<file path="config.mk">
export PLATFORM = sky130hd
export DESIGN_NAME = goertzel_power_detector
export DESIGN_NICKNAME = d
export VERILOG_FILES = /design/src/rtl/goertzel_pkg.sv /design/src/rtl/goertzel_power_detector.sv
export SDC_FILE = /design/constraint.sdc
export NUM_CORES = 1
export LEC_CHECK = 0
export CORE_MARGIN = 1.5
export CORE_UTILIZATION = 40
export DETAILED_ROUTE_END_ITERATION = 6
export SLEW_MARGIN = 10
export SYNTH_ARGS = -nofsm -noshare
export SYNTH_HDL_FRONTEND = slang
export SYNTH_SLANG_ARGS = --single-unit
</file>
<file path="constraint.sdc">
create_clock -name clk -period 3.5 [get_ports clk]
set_clock_uncertainty 0.1 [all_clocks]
set_input_delay 0.525 -clock clk [delete_from_list [all_inputs] [get_ports clk]]
set_output_delay 0.525 -clock clk [all_outputs]
set_load 0.005 [all_outputs]
</file>
<file path="src/rtl/goertzel_pkg.sv">
// Shared definitions for the Goertzel power detector: data width and the
// sequencing state encoding, which also appears on the debug state port.
package goertzel_pkg;

  localparam int POWER_W = 32;

  typedef enum logic [1:0] {
    IDLE   = 2'd0,
    START  = 2'd1,
    WAIT   = 2'd2,
    UPDATE = 2'd3
  } det_state_e;

endpackage

</file>
<file path="src/rtl/goertzel_power_detector.sv">
// Sequences back-to-back Goertzel windows, averages 2^AVG_LOG2 power results,
// and drives a hysteretic tone-detect flag plus a stalled-stage watchdog.
module goertzel_power_detector
  import goertzel_pkg::*;
#(
  parameter int AVG_LOG2       = 3,
  parameter int TIMEOUT_CYCLES = 1048576
) (
  input  logic               clk,
  input  logic               rst,
  input  logic               enable_i,
  input  logic [31:0]        power_i,
  input  logic               done_i,
  output logic               start_o,
  input  logic [31:0]        thresh_on_i,
  input  logic [31:0]        thresh_off_i,
  output logic [31:0]        avg_power_o,
  output logic               avg_valid_o,
  output logic               detect_o,
  output logic               timeout_o,
  output logic [1:0]         state_o
);

  localparam int ACC_W = POWER_W + AVG_LOG2;
  localparam int TMR_W = (TIMEOUT_CYCLES > 1) ? $clog2(TIMEOUT_CYCLES) : 1;
  localparam logic [TMR_W-1:0] TMR_LAST = TMR_W'(TIMEOUT_CYCLES - 1);

  // Handshake: start_o is a single-cycle request to the power stage; the
  // stage answers with a rising edge on done_i while power_i holds its result.
  // Only the rising edge counts, so a level left high across start_o is ignored.

  det_state_e           state_q;
  logic [ACC_W-1:0]     acc_q;
  logic [ACC_W-1:0]     acc_d;
  logic [AVG_LOG2-1:0]  cnt_q;
  logic [TMR_W-1:0]     tmr_q;
  logic                 done_q;
  logic                 rise;
  logic                 last_win;
  logic                 tmr_exp;
  logic [POWER_W-1:0]   avg_d;

  assign rise     = done_i & ~done_q;
  assign acc_d    = acc_q + ACC_W'(power_i);
  assign avg_d    = acc_q[ACC_W-1:AVG_LOG2];
  assign last_win = &cnt_q;
  assign tmr_exp  = (tmr_q == TMR_LAST);
  assign state_o  = state_q;

  always_ff @(posedge clk or posedge rst) begin
    if (rst) begin
      state_q     <= IDLE;
      acc_q       <= '0;
      cnt_q       <= '0;
      tmr_q       <= '0;
      done_q      <= 1'b0;
      start_o     <= 1'b0;
      avg_power_o <= '0;
      avg_valid_o <= 1'b0;
      detect_o    <= 1'b0;
      timeout_o   <= 1'b0;
    end else begin
      done_q      <= done_i;
      start_o     <= 1'b0;
      avg_valid_o <= 1'b0;
      timeout_o   <= 1'b0;
      case (state_q)
        IDLE: begin
          acc_q <= '0;
          cnt_q <= '0;
          if (enable_i) begin
            state_q <= START;
            start_o <= 1'b1;
          end
        end
        START: begin
          tmr_q   <= '0;
          state_q <= WAIT;
        end
        WAIT: begin
          tmr_q <= tmr_q + TMR_W'(1);
          if (rise) begin
            acc_q <= acc_d;
            cnt_q <= cnt_q + AVG_LOG2'(1);
            if (last_win) begin
              state_q <= UPDATE;
            end else if (enable_i) begin
              state_q <= START;
              start_o <= 1'b1;
            end else begin
              state_q <= IDLE;
            end
          end else if (tmr_exp) begin
            // Stalled stage: drop the partial average, keep the last decision.
            timeout_o <= 1'b1;
            acc_q     <= '0;
            cnt_q     <= '0;
            state_q   <= IDLE;
          end
        end
        UPDATE: begin
          avg_power_o <= avg_d;
          avg_valid_o <= 1'b1;
          if (!detect_o && (avg_d >= thresh_on_i)) begin
            detect_o <= 1'b1;
          end else if (detect_o && (avg_d < thresh_off_i)) begin
            detect_o <= 1'b0;
          end
          acc_q <= '0;
          cnt_q <= '0;
          if (enable_i) begin
            state_q <= START;
            start_o <= 1'b1;
          end else begin
            state_q <= IDLE;
          end
        end
        default: state_q <= IDLE;
      endcase
    end
  end

endmodule

</file>
# Yosys cells after proc, flatten, opt, wreduce, memory -nomap -nowiden
# Index checks and enable logic that the tools add are counted.
[totals]
input_bits = 100
ff_bits = 97
out_inout_bits = 38
[op_classes]
reduce_logical = 12
mux = 23
add_sub_neg = 3
bitwise = 2
n_eq_ne = 6
order_cmp = 2
[ops]
columns = ["cell", "count"]
rows = [
  ["two-way mux 35 bit", 2],
  ["one-hot mux 35 bit (2 select lines)", 1],
  ["one-hot mux 20 bit (2 select lines)", 1],
  ["adder 35 x 32 -> 35 bit", 1],
  [">= comparator 32 bit", 1],
  ["< comparator 32 bit", 1],
  ["adder 20 x 1 -> 20 bit (second input constant)", 1],
  ["equality test 20 bit (second input constant)", 1],
  ["two-way mux 1 bit", 10],
  ["two-way mux 2 bit", 4],
  ["one-hot mux 2 bit (4 select lines)", 1],
  ["two-way mux 3 bit", 2],
  ["one-hot mux 3 bit (2 select lines)", 1],
  ["AND reduction 2 bit", 3],
  ["nonzero test 2 bit", 3],
  ["equality test 2 bit (second input constant)", 2],
  ["adder 3 x 1 -> 3 bit (second input constant)", 1],
  ["!= test 3 bit (second input constant)", 1],
  ["AND reduction 3 bit", 1],
  ["equality test 2 x 1 -> 1 bit (second input constant)", 1],
  ["logical AND 1 bit", 2],
  ["logical NOT 2 bit", 1],
  ["!= test 2 bit (second input constant)", 1],
  ["one-hot mux 1 bit (2 select lines)", 1],
  ["other kinds (4)", 4],
]

# Logic depth before layout (Yosys ltp)
[depth]
ltp_word = 4
ltp_mapped = 10
depth_no_buf = 10

# Worst setup path before layout
# Ideal clock, no wire load.
[synth_timing]
path_kind = "input -> register"
start = "input port power_i[0]"
end = "register acc_q[30]"
path_buffers = 0
setup_time_ns = 0.134
slack_ns = 0.717
t_required_ns = 3.266
arrival_ns = 2.549
cell_stages = 10
path_cell_list = "ha_1 -> fa_1 -> a211oi_1 -> nor4_2 -> nor2_1 -> o21ai_2 -> o21a_1 -> a221oi_1 -> xor2_1 -> o21ai_0"
[synth_between]
elab_chain_len = 3
[synth_rtl]
columns = ["element", "line_no", "source"]
rows = [
  ["start, declared", "goertzel_power_detector.sv:12", "input logic [31:0] power_i,"],
  ["adder 35 x 32 -> 35 bit", "goertzel_power_detector.sv:44", "assign acc_d = acc_q + ACC_W'(power_i);"],
  ["two-way mux 35 bit", "goertzel_power_detector.sv:82", "if (rise) begin"],
  ["one-hot mux 35 bit (2 select lines)", "goertzel_power_detector.sv:67", "case (state_q)"],
  ["end signal, assigned", "goertzel_power_detector.sv:53", "acc_q <= '0;"],
  ["end signal, assigned", "goertzel_power_detector.sv:69", "acc_q <= '0;"],
  ["end signal, assigned", "goertzel_power_detector.sv:83", "acc_q <= acc_d;"],
  ["end, declared", "goertzel_power_detector.sv:33", "logic [ACC_W-1:0] acc_q;"],
]
# No other way between the ends.
# A chain may end at the register's enable or synchronous reset.

# Worst setup path in the final report
[layout_timing]
start = "input port power_i[0]"
end = "register acc_q[34]"
# Same word-level chain as after synthesis.

==> summary.md <==
| Metric | Value |
|---|---|
| Outcome | finished clean |
| ANT cells | 0 |
| CTS Sinks | 97 |
| Routed Wire Length | 18600 µm |
| Peak VDD IR | 0.000440 V |
| Met3 global-route usage | 0.0305 |
| Initial antenna violation count | 0 |
| All-Layer GR Usage | 0.210 |
| Post-synth EDFFs | 0 |
| Met2 Usage GRT | 0.348 |
| Core ar. | about 0.018 mm² |
| Max Clock Freq | 0.313 GHz |
| DR DRC count | 0 |
| Maximum number of pins on one net before global-route repair | 54 |
| FFs w/ async S/R, synth | 1.00 |
| CTS clk-pin slew, worst paths | 0.07 ns |
| Post-cts sizing count | 0 |
| Worst-margin pin slew | between 0.9 and 1 ns |
| Synth area leader | dfrtp_1 |
| Setup CP Type | primary input to register |
| Synth Cell Area | 0.00726 mm² |
| Starting DRC count in detailed routing | 352 |
| Top-area cell type share of the netlist area | 0.334 |
| Port Buffers | roughly 140 |
| Post-Place Cells | 1173 |
| Commonest cells in the netlist | ha_1, dfrtp_1, inv_1 |
| Leakage | 4.57 nW |
| Area grow syn2layout | 28.5% |
| Routing usage on met1 | 0.286 |
| Syn Area/Cell | 8.99 µm² |
| Die Ht | 138 µm |
| CTS tree | yes |
| Top FF cell, synth | dfrtp_1 |
| Total power | 6.08 mW |
| GRT overflow | 0 |
| Die W | between 100 and 150 µm |
| Non-filler cells, final | approximately 1.2k |
| Synthesis-stage register bit count | 97 |
| Net Count, Synth | 1012 |
| Post-synthesis sequential area ratio | 0.334 |
| Die Area | 0.0190 mm² |
| Starting Density | 0.406 |
| Worst Hold Class | register to register |
| Clk_lat worst skew | 0.35 ns |
| CTS root buffer | clkbuf_16 |
| Min Tclk post-route | 3.20 ns |
| Synth area leaders | dfrtp_1, ha_1, mux2_2 |
| Cell variety after synth | 65 |
| Cell Area, Placed | 0.00900 mm² |
| Critical path endpoint category | register |
| First-pass GRT wire length | 31200 µm |
| DP HPWL | 14300 µm |
| Design area | 0.00933 mm² |
| Slew margin rel. | 0.362 |
| Hold buffers post-CTS | 0 |
| Cells after synthesis | 808 |
| GR peak layer | met2 |
| WL per Instance | 15.7 µm |
| Synth Warn # | 0 |
| Fill cell count | 1719 |
| Unrepaired setup endpoints after global routing | false |
| CP arrival | 3.33 ns |
| CP Launch Type | primary input |
| Pre-Repair DR Iteration Count | 5 |
| Fin nets | roughly 1.2k |
| GP Congestion | a little under 0.9 |
| Share of cells above drive strength 1 | 0.0896 |
| Required @ worst endpoint | 3.63 ns |
| Period utilization | 0.914 |
| Vias/cell | 5.26 |
| Routed Antenna Nets | 0 |
| Routed vias | 6258 |
| Max Root-Sink Buffers | 2 |
| Final setup violation count | 0 |
| Most common cell in the netlist | ha_1 |
| Hold slack | 0.405 ns |
| Postcts setup bufs | 0 |
| Num CTS Buffers | 9 |
| PwrDens | 652 mW/mm² |
| Max H-tree Level | 3 |
| Max-Cap Viols | 0 |
| Row Count | 49 |
| CP max FO | 3 |
| Slew Limit Fails | 0 |
| I/O pins | ~140 |
| Final hold viol count | 0 |
| Vias in the first global route | ~6.3k |
## routing by layer
| layer | vias up | wire (µm) | share of wire |
|---|---|---|---|
| met5 | - | 0 | 0 |
| met4 | 0 | 243 | 0.013 |
| met3 | 14 | 558 | 0.030 |
| met2 | 115 | 8780 | 0.47 |
| met1 | 2934 | 9050 | 0.49 |
| li1 | 3195 | - | - |
## path summary, 6_finish.rpt
path,start,to,slack [ns],depth (start not counted)
max,power_i[0],acc_q[34],0.30,11
min reg2reg,tmr_q[0],tmr_q[0],0.40,1
max in group asynchronous,rst,timeout_o,2.01,3
min in group asynchronous,rst,avg_power_o[1],0.53,2
min,tmr_q[0],tmr_q[0],0.40,1
max reg2reg,acc_q[0],acc_q[30],0.52,10
## sequential cells by signal (all words and copies together) (netlist names)
register     flops
acc_q           35
avg_power_o     32
tmr_q           20
cnt_q            3
state_o          2
avg_valid_o      1
detect_o         1
done_q           1
start_o          1
timeout_o        1
## layout make-up
| type | instances | area, µm² | area share |
|---|---|---|---|
| repair buffers | 158 | 1530 | 0.164 |
| clock inverters | 6 | 96.3 | 0.0103 |
| inverters | 86 | 325 | 0.0349 |
| well taps | 229 | 287 | 0.0307 |
| flip-flops and latches | 97 | 2430 | 0.260 |
| clock buffers | 10 | 239 | 0.0256 |
| multi-input cells | 603 | 4430 | 0.475 |
## power breakdown
part	switching (mW)	leakage [nW]	total [mW]	internal, mW
Sequential	0.329	1.33	1.74	1.42
Combinational	1.71	3.08	3.20	1.49
Clock	0.482	0.162	1.14	0.657
## per-stage QoR
stage	utilization	setup TNS, ns	setup slack [ns]
floorplan	-	0	0.341
global placement	0.503	0	0.0161
detailed placement	0.503	-0.0379	-0.0379
CTS	0.521	0	0.333
global route	0.521	0	0.140
finish	0.521	0	0.302
## kinds of logic after synthesis
group / count (synthesis) / synth area share
xor+xnor: 36 / 0.0434
mux: 34 / 0.0526
fa+ha+maj: 104 / 0.180
simple gates: 209 / 0.141
flops: 97 / 0.334
compound gates: 220 / 0.192
buf+inv: 108 / 0.0563
## layout by cell type, fill, tap and decap left out, types with 10 or more instances in the layout
cell,count
a21o_1,23
a21oi_1,58
and3_1,10
buf_4,21
clkdlybuf4s50_1,137
dfrtp_1,97
ha_1,102
inv_1,85
mux2_2,33
nand2_1,73
nand3_1,19
nand4_1,20
nor2_1,43
o21ai_0,66
xnor2_1,14
xor2_1,22
## critical path, cell delays in order
cell and delay (ns):
clkdlybuf4s50_1 0.46, ha_1 0.18, fa_1 0.20, a211oi_1 0.13
nor4_2 0.47, nor2_1 0.13, o21ai_2 0.23, a21oi_2 0.10
or4_1 0.55, a221oi_2 0.23, o41ai_1 0.11
(Power assumes the default switching activity.)
